## config.mk

```make
export PLATFORM = sky130hd
export DESIGN_NAME = led_bank_scheduler
export DESIGN_NICKNAME = d
export VERILOG_FILES = /design/src/rtl/led_bank_scheduler.sv
export SDC_FILE = /design/constraint.sdc
export NUM_CORES = 1
export LEC_CHECK = 0
export CAP_MARGIN = 20
export CORE_MARGIN = 5
export CORE_UTILIZATION = 47
export DETAILED_ROUTE_END_ITERATION = 6
export GPL_TIMING_DRIVEN = 0
export PLACE_DENSITY = 0.71
export SLEW_MARGIN = 20
export SYNTH_ARGS = -nofsm -noshare
export SYNTH_HDL_FRONTEND = slang
export SYNTH_SLANG_ARGS = --single-unit
```

## constraint.sdc

```tcl
create_clock -name CLK50MHz -period 3.6 [get_ports CLK50MHz]
set_input_delay 0.36 -clock CLK50MHz [delete_from_list [all_inputs] [get_ports CLK50MHz]]
set_output_delay 0.36 -clock CLK50MHz [all_outputs]
set_load 0.02 [all_outputs]
```

## src/rtl/led_bank_scheduler.sv

```systemverilog
// -----------------------------------------------------------------------------
// led_bank_scheduler
//
// Shares the 8 user LEDs between four pattern requesters and a free-running
// count display. Everything runs on the single board clock; a one-cycle
// clock-enable (tick) paces all visible-rate activity.
//
// A round-robin arbiter grants the bank to one requester at a time. The
// winner's pattern and display length are captured at the grant edge, and the
// bank is held for that many ticks regardless of later input changes. When
// the display ends, the requester gets a one-cycle done pulse and the bank
// returns to the free-running count.
//
// Parameters
//   TICK_DIV  CLK50MHz cycles per visible tick (>= 2).
//
// Ports
//   CLK50MHz  in   board clock, the only clock in the block
//   RST       in   asynchronous, active-high reset
//   req       in   [3:0]  request, one bit per requester
//   pattern   in   [31:0] requester i pattern on [8i+7:8i]
//   hold      in   [15:0] requester i length in ticks on [4i+3:4i] (0 -> 1)
//   gnt       out  [3:0]  one-hot grant (registered)
//   done      out  [3:0]  one-cycle end-of-display pulse (registered)
//   tick      out         one-cycle visible-rate strobe (registered)
//   LED       out  [7:0]  LED bank drive, bit 0 -> LED0 (registered)
// -----------------------------------------------------------------------------
module led_bank_scheduler #(
    parameter int TICK_DIV = 8388608
) (
    input  logic        CLK50MHz,
    input  logic        RST,
    input  logic [3:0]  req,
    input  logic [31:0] pattern,
    input  logic [15:0] hold,
    output logic [3:0]  gnt,
    output logic [3:0]  done,
    output logic        tick,
    output logic [7:0]  LED
);

    localparam int CNT_W = $clog2(TICK_DIV);

    localparam logic [CNT_W-1:0] TICK_LAST = CNT_W'(TICK_DIV - 1);
    // tick is a register, so it is loaded one count early to be high
    // exactly while the counter sits at TICK_LAST.
    localparam logic [CNT_W-1:0] TICK_PRE  = CNT_W'(TICK_DIV - 2);

    localparam logic [0:0] IDLE = 1'b0;
    localparam logic [0:0] SHOW = 1'b1;

    logic [CNT_W-1:0] tick_cnt;
    logic [7:0]       free_cnt;
    logic [7:0]       free_cnt_nxt;
    logic [0:0]       state;
    logic [1:0]       ptr;
    logic [1:0]       win;
    logic [7:0]       win_pat;
    logic [3:0]       win_hold;
    logic [7:0]       cur_pat;
    logic [3:0]       remain;

    // Round-robin pick: search from (p+1) upward with wrap; p itself is
    // examined last, so a lone persistent requester can win again.
    function automatic logic [1:0] rr_pick(input logic [3:0] r, input logic [1:0] p);
        logic [1:0] idx;
        logic [1:0] sel;
        logic       found;
        sel   = p;
        found = 1'b0;
        for (int k = 1; k <= 4; k++) begin
            idx = p + 2'(k);
            if (!found && r[idx]) begin
                sel   = idx;
                found = 1'b1;
            end
        end
        return sel;
    endfunction

    // A zero display length still shows the pattern for one tick.
    function automatic logic [3:0] hold_len(input logic [3:0] h);
        return (h == 4'd0) ? 4'd1 : h;
    endfunction

    always_comb begin
        win      = rr_pick(req, ptr);
        win_pat  = pattern[7:0];
        win_hold = hold[3:0];
        case (win)
            2'd0: begin
                win_pat  = pattern[7:0];
                win_hold = hold[3:0];
            end
            2'd1: begin
                win_pat  = pattern[15:8];
                win_hold = hold[7:4];
            end
            2'd2: begin
                win_pat  = pattern[23:16];
                win_hold = hold[11:8];
            end
            default: begin
                win_pat  = pattern[31:24];
                win_hold = hold[15:12];
            end
        endcase
    end

    // The count advances on the edge that closes a tick cycle, in any state.
    assign free_cnt_nxt = tick ? free_cnt + 8'd1 : free_cnt;

    // ---- tick generator and free-running count ----
    always_ff @(posedge CLK50MHz or posedge RST) begin
        if (RST) begin
            tick_cnt <= '0;
            tick     <= 1'b0;
            free_cnt <= 8'h00;
        end else begin
            tick_cnt <= (tick_cnt == TICK_LAST) ? '0 : tick_cnt + 1'b1;
            tick     <= (tick_cnt == TICK_PRE);
            free_cnt <= free_cnt_nxt;
        end
    end

    // ---- arbitration and display FSM ----
    always_ff @(posedge CLK50MHz or posedge RST) begin
        if (RST) begin
            state   <= IDLE;
            ptr     <= 2'd3;
            gnt     <= 4'b0000;
            done    <= 4'b0000;
            cur_pat <= 8'h00;
            remain  <= 4'd0;
            LED     <= 8'h00;
        end else begin
            done <= 4'b0000;
            case (state)
                IDLE: begin
                    if (req != 4'b0000) begin
                        state   <= SHOW;
                        gnt     <= 4'b0001 << win;
                        ptr     <= win;
                        cur_pat <= win_pat;
                        remain  <= hold_len(win_hold);
                        LED     <= win_pat;
                    end else begin
                        // LED is loaded with the post-edge count so it
                        // tracks free_cnt without a cycle of lag.
                        LED <= free_cnt_nxt;
                    end
                end
                default: begin
                    // Inputs are not looked at here: the grant is
                    // non-preemptive and the display uses cur_pat only.
                    LED <= cur_pat;
                    if (tick) begin
                        if (remain == 4'd1) begin
                            done  <= gnt;
                            gnt   <= 4'b0000;
                            state <= IDLE;
                            LED   <= free_cnt_nxt;
                        end else begin
                            remain <= remain - 4'd1;
                        end
                    end
                end
            endcase
        end
    end

endmodule

```

**After elaboration in Yosys (flattened, before gate mapping)**

Cells that the tools add are included.

- Register bits: 63
- Input bits: 54
- Memories: 0
- Memory bits (writable): 0
- ROM bits: 0
- Bits in latches: 0
- Output and inout port bits: 17
- Word-level logic and storage cells: 82

- Mux-type cells: 39
- Bitwise gates (word level): 1
- Equal/unequal tests: 8
- $mul: 0
- Shifts and indexed selects: 1
- Divide/modulo/power cells: 0
- $lt $le $gt $ge: 4
- Reduce and logical (&&, ||, !) cells: 13
- $add $sub $neg: 6

Operators with widths:

| operator | count |
|---|---|
| 2-to-1 mux 4 bit | 12 |
| equality test 23 bit (second input constant) | 2 |
| 2-to-1 mux 8 bit | 5 |
| one-hot mux 8 bit (3 select lines) | 1 |
| adder 23 x 1 -> 23 bit (second input constant) | 1 |
| 2-to-1 mux 23 bit | 1 |
| < comparator 2 x 3 -> 1 bit (second input constant) | 4 |
| one-hot mux 4 bit (3 select lines) | 1 |
| 2-to-1 mux 1 bit | 11 |
| adder 8 x 1 -> 8 bit (second input constant) | 1 |
| binary-select mux 1 bit (select 2 bit) | 4 |
| 2-to-1 mux 2 bit | 4 |
| AND reduction 3 bit | 2 |
| adder 2 bit (second input constant) | 2 |
| equality test 4 x 1 -> 1 bit (second input constant) | 1 |
| logical NOT 4 bit | 1 |
| != test 2 bit (second input constant) | 2 |
| nonzero test 4 bit | 1 |
| left shift 1 x 2 -> 4 bit (first input constant) | 1 |
| subtractor 4 x 1 -> 4 bit (second input constant) | 1 |
| logical AND 1 bit | 3 |
| logical NOT 1 bit | 3 |
| adder 2 x 1 -> 2 bit (second input constant) | 1 |
| equality test 2 x 1 -> 1 bit (second input constant) | 1 |
| other kinds (6) | 6 |

**Logic depth before layout (Yosys ltp)**

Gate-level depths: netlist (run 1).

- Depth in word-level cells: 19
- Mapped depth: 9
- Depth with buffers taken out: 8

**Least setup slack after synthesis (run 1)**

No wires, ideal clock.

- Kind: input to register
- From: in req[2]
- To: reg LED[0]
- Library setup time: 139 ps
- Cell stages on the path: 7
- Required time: 3461 ps
- Path slack: 1677 ps
- Data arrival time: 1785 ps
- Cell sequence: or2_2 a21oi_1 or2_4 buf_6 mux4_2 nand2_1 o2111ai_1

- Longest elaborated chain between the ends: 16
- Elaborated cells between the ends (all ways): 28
- Classes of those cells: 2 x eq/ne; 18 x mux; 8 x reduce/logical

Ends and longest elaborated chain:

| what | RTL line | source |
|---|---|---|
| from (decl) | 33 | `input logic [3:0] req,` |
| binary-select mux 1 bit (select 2 bit) | 73 | `if (!found && r[idx]) begin` |
| 2-to-1 mux 1 bit (not written as such) | 73 |  |
| 2-to-1 mux 1 bit | 73 |  |
| logical NOT 1 bit | 73 |  |
| logical AND 1 bit | 73 |  |
| 2-to-1 mux 1 bit | 73 |  |
| logical NOT 1 bit | 73 |  |
| logical AND 1 bit | 73 |  |
| 2-to-1 mux 1 bit | 73 |  |
| logical NOT 1 bit | 73 |  |
| logical AND 1 bit | 73 |  |
| 2-to-1 mux 2 bit | 73 |  |
| equality test 2 bit, or another cell as far along | 90 | `case (win)` |
| one-hot mux 8 bit (3 select lines) | 90 |  |
| 2-to-1 mux 8 bit * | 140 | `if (req != 4'b0000) begin` |
| 2-to-1 mux 8 bit * | 138 | `case (state)` |
| to (signal assigned) | 146 | `LED <= win_pat;` |
| to (signal assigned) | 150 | `LED <= free_cnt_nxt;` |
| to (signal assigned) | 156 | `LED <= cur_pat;` |
| to (decl) | 39 | `output logic [7:0] LED` |

Mark *: on every way between the ends. The rest lies on a longest branch, timed or not. The select of a mux whose other input is x is not followed.
A chain may end at the register's enable or synchronous reset.

**Worst setup path after layout (run 1)**

- From: reg remain[1]
- To: reg LED[6]

- Longest elaborated chain between the ends: 4

Ends and longest elaborated chain:

| what | RTL line | source |
|---|---|---|
| from (decl) | 61 | `logic [3:0] remain;` |
| from (signal assigned) | 145 | `remain <= hold_len(win_hold);` |
| from (signal assigned) | 164 | `remain <= remain - 4'd1;` |
| equality test 4 x 1 -> 1 bit | 158 | `if (remain == 4'd1) begin` |
| 2-to-1 mux 8 bit | 158 |  |
| 2-to-1 mux 8 bit | 157 | `if (tick) begin` |
| 2-to-1 mux 8 bit | 138 |  |
| to (signal assigned) | 146 |  |
| to (signal assigned) | 156 |  |
| to (signal assigned) | 162 | `LED <= free_cnt_nxt;` |

Every way passes these cells.

==> impl_metrics.tcl, run 1 <==
set metrics [dict create \
    crit_top_cell "clkbuf_1" \
    hold_path.class "in -> async" \
    rr_worst_depth 8 \
    fin_crit_sh_pct 63.74 \
    cap_violations 0 \
    ys_ff_latch 63 \
    cts_tree "done" \
    synth-xor-area-share_pct 7.165 \
    ys_seq_area_share_pct 47.84 \
    fp.dieW_um 93.80 \
    synth_cell_types 52 \
    place_inst 494 \
    synthesis.nets 386 \
    multi_input_area_um2 1622 \
    postRouteAntennaNets 0 \
    routedWlPerCell_um 15.30 \
    register_area_um2 1579 \
    syn_area_um2 3301 \
    cp-end-kind "flop" \
    cp_cell_sequence "inv_1 > ha_1 > nor3b_1 > and2_1 > clkbuf_1 > clkbuf_1 > mux2i_1 > o211ai_1" \
    synthArstFlopShare_pct 100.0 \
    synth_fa_ha_area_share_pct 1.895 \
    whs_ns 0.2859 \
    die_h_um 93.80 \
    grt_pass1_vias 2849 \
    insertedDiodeCount 0 \
    worstSetupEndpoint "LED[6]$_DFF_PP0_" \
    crit_buf_inv 3 \
    drt_iter0_drc 109 \
    core_um2 6832 \
    nets 468 \
    synth_compound_area_share_pct 10.88 \
    num_io_pins 71 \
    cts.reportedPaths.clkPinSlew_ns 0.07 \
    crit_required_ns 3.82 \
    p_per_area_nw_per_um2 360.7 \
    htreeDepth 3 \
    numPortBuffers 70 \
    layout-drive-gt1-share_pct 9.420 \
    finalSetupTns_ns 0 \
    dieArea_um2 8798 \
    cp-start-kind "flop" \
    final_cells 510 \
    cts_setup_buffers 0 \
    cts_buffers 9 \
    start_util_pct 48.32 \
    synth_flop_cell "dfrtp_1" \
    synth_top_area_share_pct 46.25 \
    ir_drop_mv 0.1819 \
    yosys.area.top_type "dfrtp_1" \
    vias_per_cell 5.243 \
    clock_latency_ns 0.35 \
    final_util_pct 63.53 \
    slew_viol_final 0 \
    timing.rr.end "LED[6]$_DFF_PP0_" \
    worstMarginPinSlew_ns 0.7598 \
    crit_cells 8 \
    grt_pass1_wl_mm 13.14 \
    cp_max_fo 10 \
    yosys.cell_count.top_type "dfrtp_1" \
    crit_slowest_cell "clkbuf_1" \
    yosysWarnings 0 \
    r2r-start "remain[1]$_DFFE_PP0P_" \
    pre_cts_slack_ns 0.9695 \
    num_rows 30 \
    setup_ws_ns 1.306 \
    cts_buffer_depth 2 \
    synth_edf_count 0 \
    synth.mux.area_fraction_pct 8.415 \
    wl_mm 7.803 \
    finClkSkew_ns 0.005847 \
    cts_sinks 63 \
    synth_common_cells "dfrtp_1 (61), nand2_1 (55), nor2_1 (26)" \
    dp_hpwl_mm 5.932 \
    antenna_found_initial 0 \
    synthCells 327 \
    syn_avg_cell_area_um2 10.09 \
    cp_top_family "buffers and inverters" \
    hold_violations 0 \
    fillers 599 \
    leakagePower_nw 1.936 \
    post_cts_resize_count 0 \
    drt_pass1_iterations 4 \
    fin_crit_ns 2.294 \
    max_freq_ghz 0.4358 \
    max_slew_margin_pct 48.96 \
    final_area_um2 4340 \
    synth_top_family_by_area "simple AND/OR/NAND/NOR gates" \
    slowest_delay_ns 0.41 \
    num_vias 2674 \
    grt_max_degree 49 \
    rrSetupSlack_ns 1.31 \
    drcViolationCount 0 \
    root_buffer "clkbuf_8" \
    yosys.area_share.simple_pct 20.77 \
    setup_viol 0 \
    crit_path_start "remain[1]$_DFFE_PP0P_" \
    grt.overflow.total 0 \
    dpl_cell_area_um2 4151 \
    grt_usage_pct 19.16 \
    cts_hold_buf 0 \
    crit_arrival_ns 2.51 \
    syn_to_final_growth_pct 31.50 \
    total_power_mw 1.566 \
    place.gp.congestion 0.8418 \
    crit_type "reg -> reg" \
    synth.area.top_cells "dfrtp_1 (46%), nand2_1 (6.3%), mux4_2 (5.5%), xor2_1 (4.8%), nor2_1 (3.0%)" \
    rsz0062_at_grt "no" \
    outcome "finished clean" \
]
how the worst min path moves through the flow:
| stage | from | end | depth (start not counted) |
|---|---|---|---|
| after floorplan | tick_cnt[18]$_DFF_PP0_ | tick_cnt[18]$_DFF_PP0_ | 1 |
| after global placement | tick_cnt[18]$_DFF_PP0_ | tick_cnt[18]$_DFF_PP0_ | 1 |
| after detailed placement | tick_cnt[18]$_DFF_PP0_ | tick_cnt[18]$_DFF_PP0_ | 1 |
| after CTS | RST | LED[6]$_DFF_PP0_ | 2 |
| after global routing | RST | LED[6]$_DFF_PP0_ | 2 |
| final | RST | LED[6]$_DFF_PP0_ | 2 |
area by class of cell:
type / count / share of cell area (%)
Clock buffer: 10 / 2.940
Inverter: 12 / 1.095
Multi-Input combinational cell: 240 / 37.36
Clock inverter: 6 / 1.413
Sequential cell: 63 / 36.38
Tap cell: 96 / 2.767
Timing Repair Buffer: 71 / 16.78
Buffer: 12 / 1.268
report_power, final:
group	switching, mW	internal, mW	total (mW)
clock	0.277	0.317	0.593
combinational	0.0942	0.132	0.226
sequential	0.0120	0.734	0.746
per-layer routing:
metal  share of wire, %  vias to the layer above  track usage [%]  routed length [µm]
met5                  0                        -                0                   0
met4                2.3                        0            7.581                 182
met3                5.1                       15            5.529                 397
met2                 47                       66            30.16                3635
met1                 46                     1274            24.87                3588
li1                   -                     1319                -                   -
state kept, by name, summed over array words and instances, names as in the netlist:
register	count
tick_cnt	23
LED	8
cur_pat	8
free_cnt	8
done	4
gnt	4
remain	4
ptr	2
state	1
tick	1
placed cells by master (no fill, tap or decap), drive strengths merged, types with 6 or more instances in the layout:
cell / n
clkdlybuf4s50: 70
nand4: 7
a21oi: 6
nor2: 26
nand2: 55
o211ai: 11
nor4: 6
xnor2: 9
and3: 11
nand3: 15
dfrtp: 61
mux2i: 6
o21ai: 6
xor2: 18
clkbuf: 19
inv: 11
mux4: 9
kinds of logic after synthesis:
kind of cell               after synthesis
and+or+nand+nor                        142
DFF                                     63
buffers and inverters                   24
muxes                                   16
adders and majority gates                5
xor gates and xnor gates                27
AOI/OAI and AO/OA                       50
(Power assumes the default switching activity.)
==> run 2: changes to the inputs <==
--- a/config.mk
+++ b/config.mk
@@ -7,10 +7,10 @@
 export LEC_CHECK = 0
 export CAP_MARGIN = 20
 export CORE_MARGIN = 5
-export CORE_UTILIZATION = 47
+export CORE_UTILIZATION = 46
 export DETAILED_ROUTE_END_ITERATION = 6
 export GPL_TIMING_DRIVEN = 0
-export PLACE_DENSITY = 0.71
+export PLACE_DENSITY = 0.72
 export SLEW_MARGIN = 20
 export SYNTH_ARGS = -nofsm -noshare
 export SYNTH_HDL_FRONTEND = slang
==> constraint.sdc (replaced) <==
create_clock -name CLK50MHz -period 1.9 [get_ports CLK50MHz]
set_input_delay 0.19 -clock CLK50MHz [delete_from_list [all_inputs] [get_ports CLK50MHz]]
set_output_delay 0.19 -clock CLK50MHz [all_outputs]
set_load 0.02 [all_outputs]
==> impl_metrics.tcl, run 2 (synthesis results as in run 1) <==
set metrics [dict create \
    outcome "finished, violations left" \
    violations "setup timing" \
    drt_pass1_iterations 4 \
    ir_drop_mv 0.4921 \
    routedWlPerCell_um 16.75 \
    final_cell_mix "clkdlybuf4s50_1 (69), dfrtp_1 (61), nand2_1 (51)" \
    hold_path.class "in -> async" \
    postRouteAntennaNets 0 \
    drcViolationCount 0 \
    vias_per_cell 5.391 \
    grt_max_degree 59 \
    drt_iter0_drc 122 \
    cp-start-kind "flop" \
    largest_register_ffs 23 \
    route.met2.wl_mm 4.309 \
    r2r-start "ptr[0]$_DFFE_PP1P_" \
    layout-drive-gt1-share_pct 18.53 \
    crit_type "reg -> reg" \
    final_common_cell "clkdlybuf4s50_1" \
    place.gp.congestion 0.8748 \
    clock_latency_ns 0.33 \
    cts_buffers 9 \
    final_area_um2 4561 \
    crit_slowest_cell "dfstp_2" \
    fin_crit_sh_pct 105.9 \
    num_vias 2787 \
    crit_required_ns 2.10 \
    cts.reportedPaths.clkPinSlew_ns 0.07 \
    cp_top_family "flip-flops" \
    cts_buffer_depth 2 \
    leakagePower_nw 2.047 \
    grt_pass1_vias 2917 \
    num_rows 30 \
    grt_pass1_wl_mm 13.99 \
    slew_viol_final 0 \
    setup_ws_ns -0.1115 \
    cp_max_fo 8 \
    rsz0062_at_grt "yes" \
    cts_sinks 63 \
    finalSetupTns_ns -1.128 \
    hold_violations 0 \
    syn_to_final_growth_pct 38.17 \
    timing.rr.end "LED[3]$_DFF_PP0_" \
    antenna_found_initial 0 \
    grt.overflow.total 0 \
    cp-end-kind "flop" \
    start_util_pct 47.79 \
    maxUsedRoutingLayer "met4" \
    multi_input_area_um2 1742 \
    whs_ns 0.08392 \
    grt_usage_pct 20.44 \
    max_freq_ghz 0.4971 \
    slowest_delay_ns 0.58 \
    fin_crit_ns 2.011 \
    cap_violations 0 \
    crit_buf_inv 1 \
    worstMarginPinSlew_ns 0.6999 \
    nets 475 \
    fillers 576 \
    setup_viol 19 \
    cts_hold_buf 0 \
    rr_worst_depth 7 \
    rrSetupSlack_ns -0.11 \
    regMostFlops "tick_cnt" \
    dpl_cell_area_um2 4151 \
    insertedDiodeCount 0 \
    total_power_mw 3.037 \
    dieArea_um2 8969 \
    finClkSkew_ns 0.01089 \
    max_slew_margin_pct 52.98 \
    met1_length_mm 3.719 \
    cp_cell_sequence "nor2b_2 > and3b_2 > or2_4 > buf_12 > mux4_2 > nand2_2 > o211ai_1" \
    core_um2 6907 \
    register_area_um2 1579 \
    dp_hpwl_mm 6.209 \
    die_h_um 94.71 \
    htreeDepth 3 \
    p_per_area_nw_per_um2 666.0 \
    crit_arrival_ns 2.21 \
    cts_tree "done" \
    wl_mm 8.658 \
    num_io_pins 71 \
    fp.dieW_um 94.71 \
    root_buffer "clkbuf_8" \
    routed-wl-met3_um 356 \
    numPortBuffers 70 \
]
[run 2: cell count changes in the layout (fill, tap and decap cells not counted), moves of 4 or more]
cell      previous run  this run
buf_4                0         8
clkbuf_1            10         5
nand2_1             55        51
nand2_2              0         4
nor2_1              26        22
nor2_2               0         4
[run 2: worst max path at each step]
stage,startpoint,to,slack [ns],depth (start not counted)
6_report,ptr[0]$_DFFE_PP1P_,LED[3]$_DFF_PP0_,-0.11,7
3_5_place_dp,req[0],LED[0]$_DFF_PP0_,-0.57,8
4_1_cts,ptr[0]$_DFFE_PP1P_,LED[3]$_DFF_PP0_,-0.11,7
5_1_grt,ptr[0]$_DFFE_PP1P_,LED[3]$_DFF_PP0_,-0.20,7
2_1_floorplan,ptr[0]$_DFFE_PP1P_,LED[0]$_DFF_PP0_,0.009,7
3_3_place_gp,RST,remain[0]$_DFFE_PP0P_,-0.93,2
[run 2: worst register-to-register path: cells and delay by family, from the launching register on]
kind / cells / cell delay (ns)
DFF: 1 / 0.58
AOI/OAI and AO/OA: 1 / 0.10
muxes: 1 / 0.52
buffers and inverters: 1 / 0.14
and+or+nand+nor: 4 / 0.56
[run 2: per-layer routing]
metal	vias to the layer above	GRT usage, %
met5	-	0
met4	0	8.654
met3	22	4.223
met2	81	33.88
met1	1340	25.94
li1	1344	-
[run 2: report_power, final]
part / switching, mW / leakage (nW) / internal (mW) / total (mW)
clock: 0.508 / 0.0997 / 0.642 / 1.15
combinational: 0.202 / 1.16 / 0.271 / 0.473
sequential: 0.0235 / 0.785 / 1.39 / 1.41
[run 2: through the flow]
stage	setup slack [ns]	utilization, %	std cells
finish	-0.1115	66.03	517
global placement	-0.9319	59.67	493
global route	-0.1969	66.03	517
floorplan	0.009268	-	327
detailed placement	-0.5742	60.11	494
CTS	-0.1092	64.60	515
[run 2: area by class of cell]
| type | instances | area share (%) |
|---|---|---|
| Buffer | 11 | 1.811 |
| Clock buffer | 11 | 3.100 |
| Clock inverter | 5 | 1.235 |
| Inverter | 12 | 1.070 |
| Multi-Input combinational cell | 240 | 38.19 |
| Sequential cell | 63 | 34.62 |
| Tap cell | 96 | 2.634 |
| Timing Repair Buffer | 79 | 17.34 |
[run 2: what timing repair did]
item,in CTS,in global routing
setup buffers,5,3
pin swaps,3,3
hold endpoints to repair,0,0
resized for setup,23,26
setup endpoints to repair,42,44
==> run 3: changes to the inputs <==
--- a/config.mk
+++ b/config.mk
@@ -7,10 +7,10 @@
 export LEC_CHECK = 0
 export CAP_MARGIN = 20
 export CORE_MARGIN = 5
-export CORE_UTILIZATION = 46
+export CORE_UTILIZATION = 32
 export DETAILED_ROUTE_END_ITERATION = 6
 export GPL_TIMING_DRIVEN = 0
-export PLACE_DENSITY = 0.72
+export PLACE_DENSITY = 0.53
 export SLEW_MARGIN = 20
 export SYNTH_ARGS = -nofsm -noshare
 export SYNTH_HDL_FRONTEND = slang
==> impl_metrics.tcl, run 3 (synthesis results as in run 1) <==
set metrics [dict create \
    final_common_cell "clkdlybuf4s50_1" \
    start_util_pct 32.41 \
    crit_required_ns 2.10 \
    clock_latency_ns 0.34 \
    leakagePower_nw 2.024 \
    r2r-start "ptr[0]$_DFFE_PP1P_" \
    met1_length_mm 3.976 \
    insertedDiodeCount 0 \
    cp_max_fo 8 \
    fp.dieW_um 111.6 \
    hold_violations 0 \
    worstMarginPinSlew_ns 0.7827 \
    routed-wl-met3_um 243 \
    total_power_mw 2.975 \
    cts_hold_buf 0 \
    crit_type "reg -> reg" \
    syn_to_final_growth_pct 38.10 \
    numPortBuffers 70 \
    drt_iter0_drc 97 \
    drcViolationCount 0 \
    cts_buffer_depth 2 \
    num_rows 37 \
    place_inst 534 \
    routedWlPerCell_um 14.75 \
    crit_arrival_ns 2.22 \
    cp-end-kind "flop" \
    rsz0062_at_grt "yes" \
    finClkSkew_ns 0.009514 \
    die_h_um 111.6 \
    max_freq_ghz 0.4939 \
    place.gp.congestion 0.8016 \
    final_cells 557 \
    num_io_pins 71 \
    crit_path_start "ptr[0]$_DFFE_PP1P_" \
    grt.overflow.total 0 \
    vias_per_cell 4.867 \
    cts_tree "done" \
    antenna_found_initial 0 \
    regMostFlops "tick_cnt" \
    ir_drop_mv 0.2413 \
    grt_usage_pct 13.62 \
    cts_sinks 63 \
    dp_hpwl_mm 6.177 \
    core_um2 10180 \
    cap_violations 0 \
    root_buffer "clkbuf_8" \
    wl_mm 8.214 \
    setup_viol 17 \
    slew_viol_final 0 \
    cp-start-kind "flop" \
    fin_crit_sh_pct 106.6 \
    cts_buffers 9 \
    finalSetupTns_ns -1.137 \
    final_cell_mix "clkdlybuf4s50_1 (69), dfrtp_1 (61), nand2_1 (53)" \
    violations "setup timing" \
    p_per_area_nw_per_um2 652.7 \
    max_slew_margin_pct 47.42 \
    postRouteAntennaNets 0 \
    dieArea_um2 12450 \
    cts.reportedPaths.clkPinSlew_ns 0.07 \
    hold_path.class "in -> async" \
    grt_max_degree 46 \
    layout-drive-gt1-share_pct 15.68 \
    maxUsedRoutingLayer "met4" \
    grt_pass1_wl_mm 13.72 \
    num_vias 2711 \
    grt_pass1_vias 2789 \
    fin_crit_ns 2.025 \
    route.met2.wl_mm 3.883 \
    drt_pass1_iterations 4 \
    setup_ws_ns -0.1246 \
    largest_register_ffs 23 \
    htreeDepth 3 \
    outcome "finished, violations left" \
    nets 476 \
]
run 3: final timing paths:
kind                                           to  slack (ns)  cells past startpoint
max                              LED[1]$_DFF_PP0_       -0.12                      7
min in group CLK50MHz      tick_cnt[18]$_DFF_PP0_        0.47                      1
max in group asynchronous      ptr[1]$_DFFE_PP1P_        1.19                      3
max reg2reg                      LED[1]$_DFF_PP0_       -0.12                      7
min reg2reg                tick_cnt[18]$_DFF_PP0_        0.47                      1
min                        tick_cnt[16]$_DFF_PP0_        0.15                      2
run 3: repair_timing:
item	in CTS	in global routing
setup endpoints to repair	42	37
pin swaps	4	3
resized for setup	22	11
setup buffers	3	7
run 3: metrics by stage:
stage / utilization, % / hold slack [ns] / area (µm²) / setup slack (ns)
2_1_floorplan: - / 0.4342 / 3301 / 0.009268
3_3_place_gp: 40.96 / 0.4516 / 4172 / -1.035
3_5_place_dp: 41.25 / 0.4545 / 4202 / -0.5774
4_1_cts: 43.99 / 0.1520 / 4481 / -0.1554
5_1_grt: 44.75 / 0.1596 / 4558 / -0.1975
6_report: 44.75 / 0.1470 / 4558 / -0.1246
run 3: area by class of cell:
class	instances	area [µm²]
timing repair buffer	81	805.8
fill	992	5627
clock buffer	11	131.4
inverter	12	51.30
buffer	10	72.57
sequential	63	1579
clock inverter	4	47.55
multi-input combinational	240	1700
tap	136	170.2
run 3: metal layers:
layer  up-vias  track usage [%]
met4         0            4.623
met1      1325            18.38
li1       1337                -
met2        40            21.75
met5         -                0
met3         9            2.989
run 3: power by group:
part / total [mW] / internal, mW / leakage [nW] / switching, mW
Sequential: 1.41 / 1.39 / 0.785 / 0.0228
Clock: 1.10 / 0.595 / 0.0892 / 0.508
Combinational: 0.458 / 0.267 / 1.15 / 0.191
Total: 2.98 / 2.25 / 2.02 / 0.722
run 3: worst max-delay path, cell delays in order, from the launching register on:
cell	delay, ns
dfstp_2	0.58
nor2b_2	0.06
and3b_1	0.22
or2_4	0.16
buf_12	0.15
mux4_2	0.53
nand2_2	0.11
nand3_2	0.09
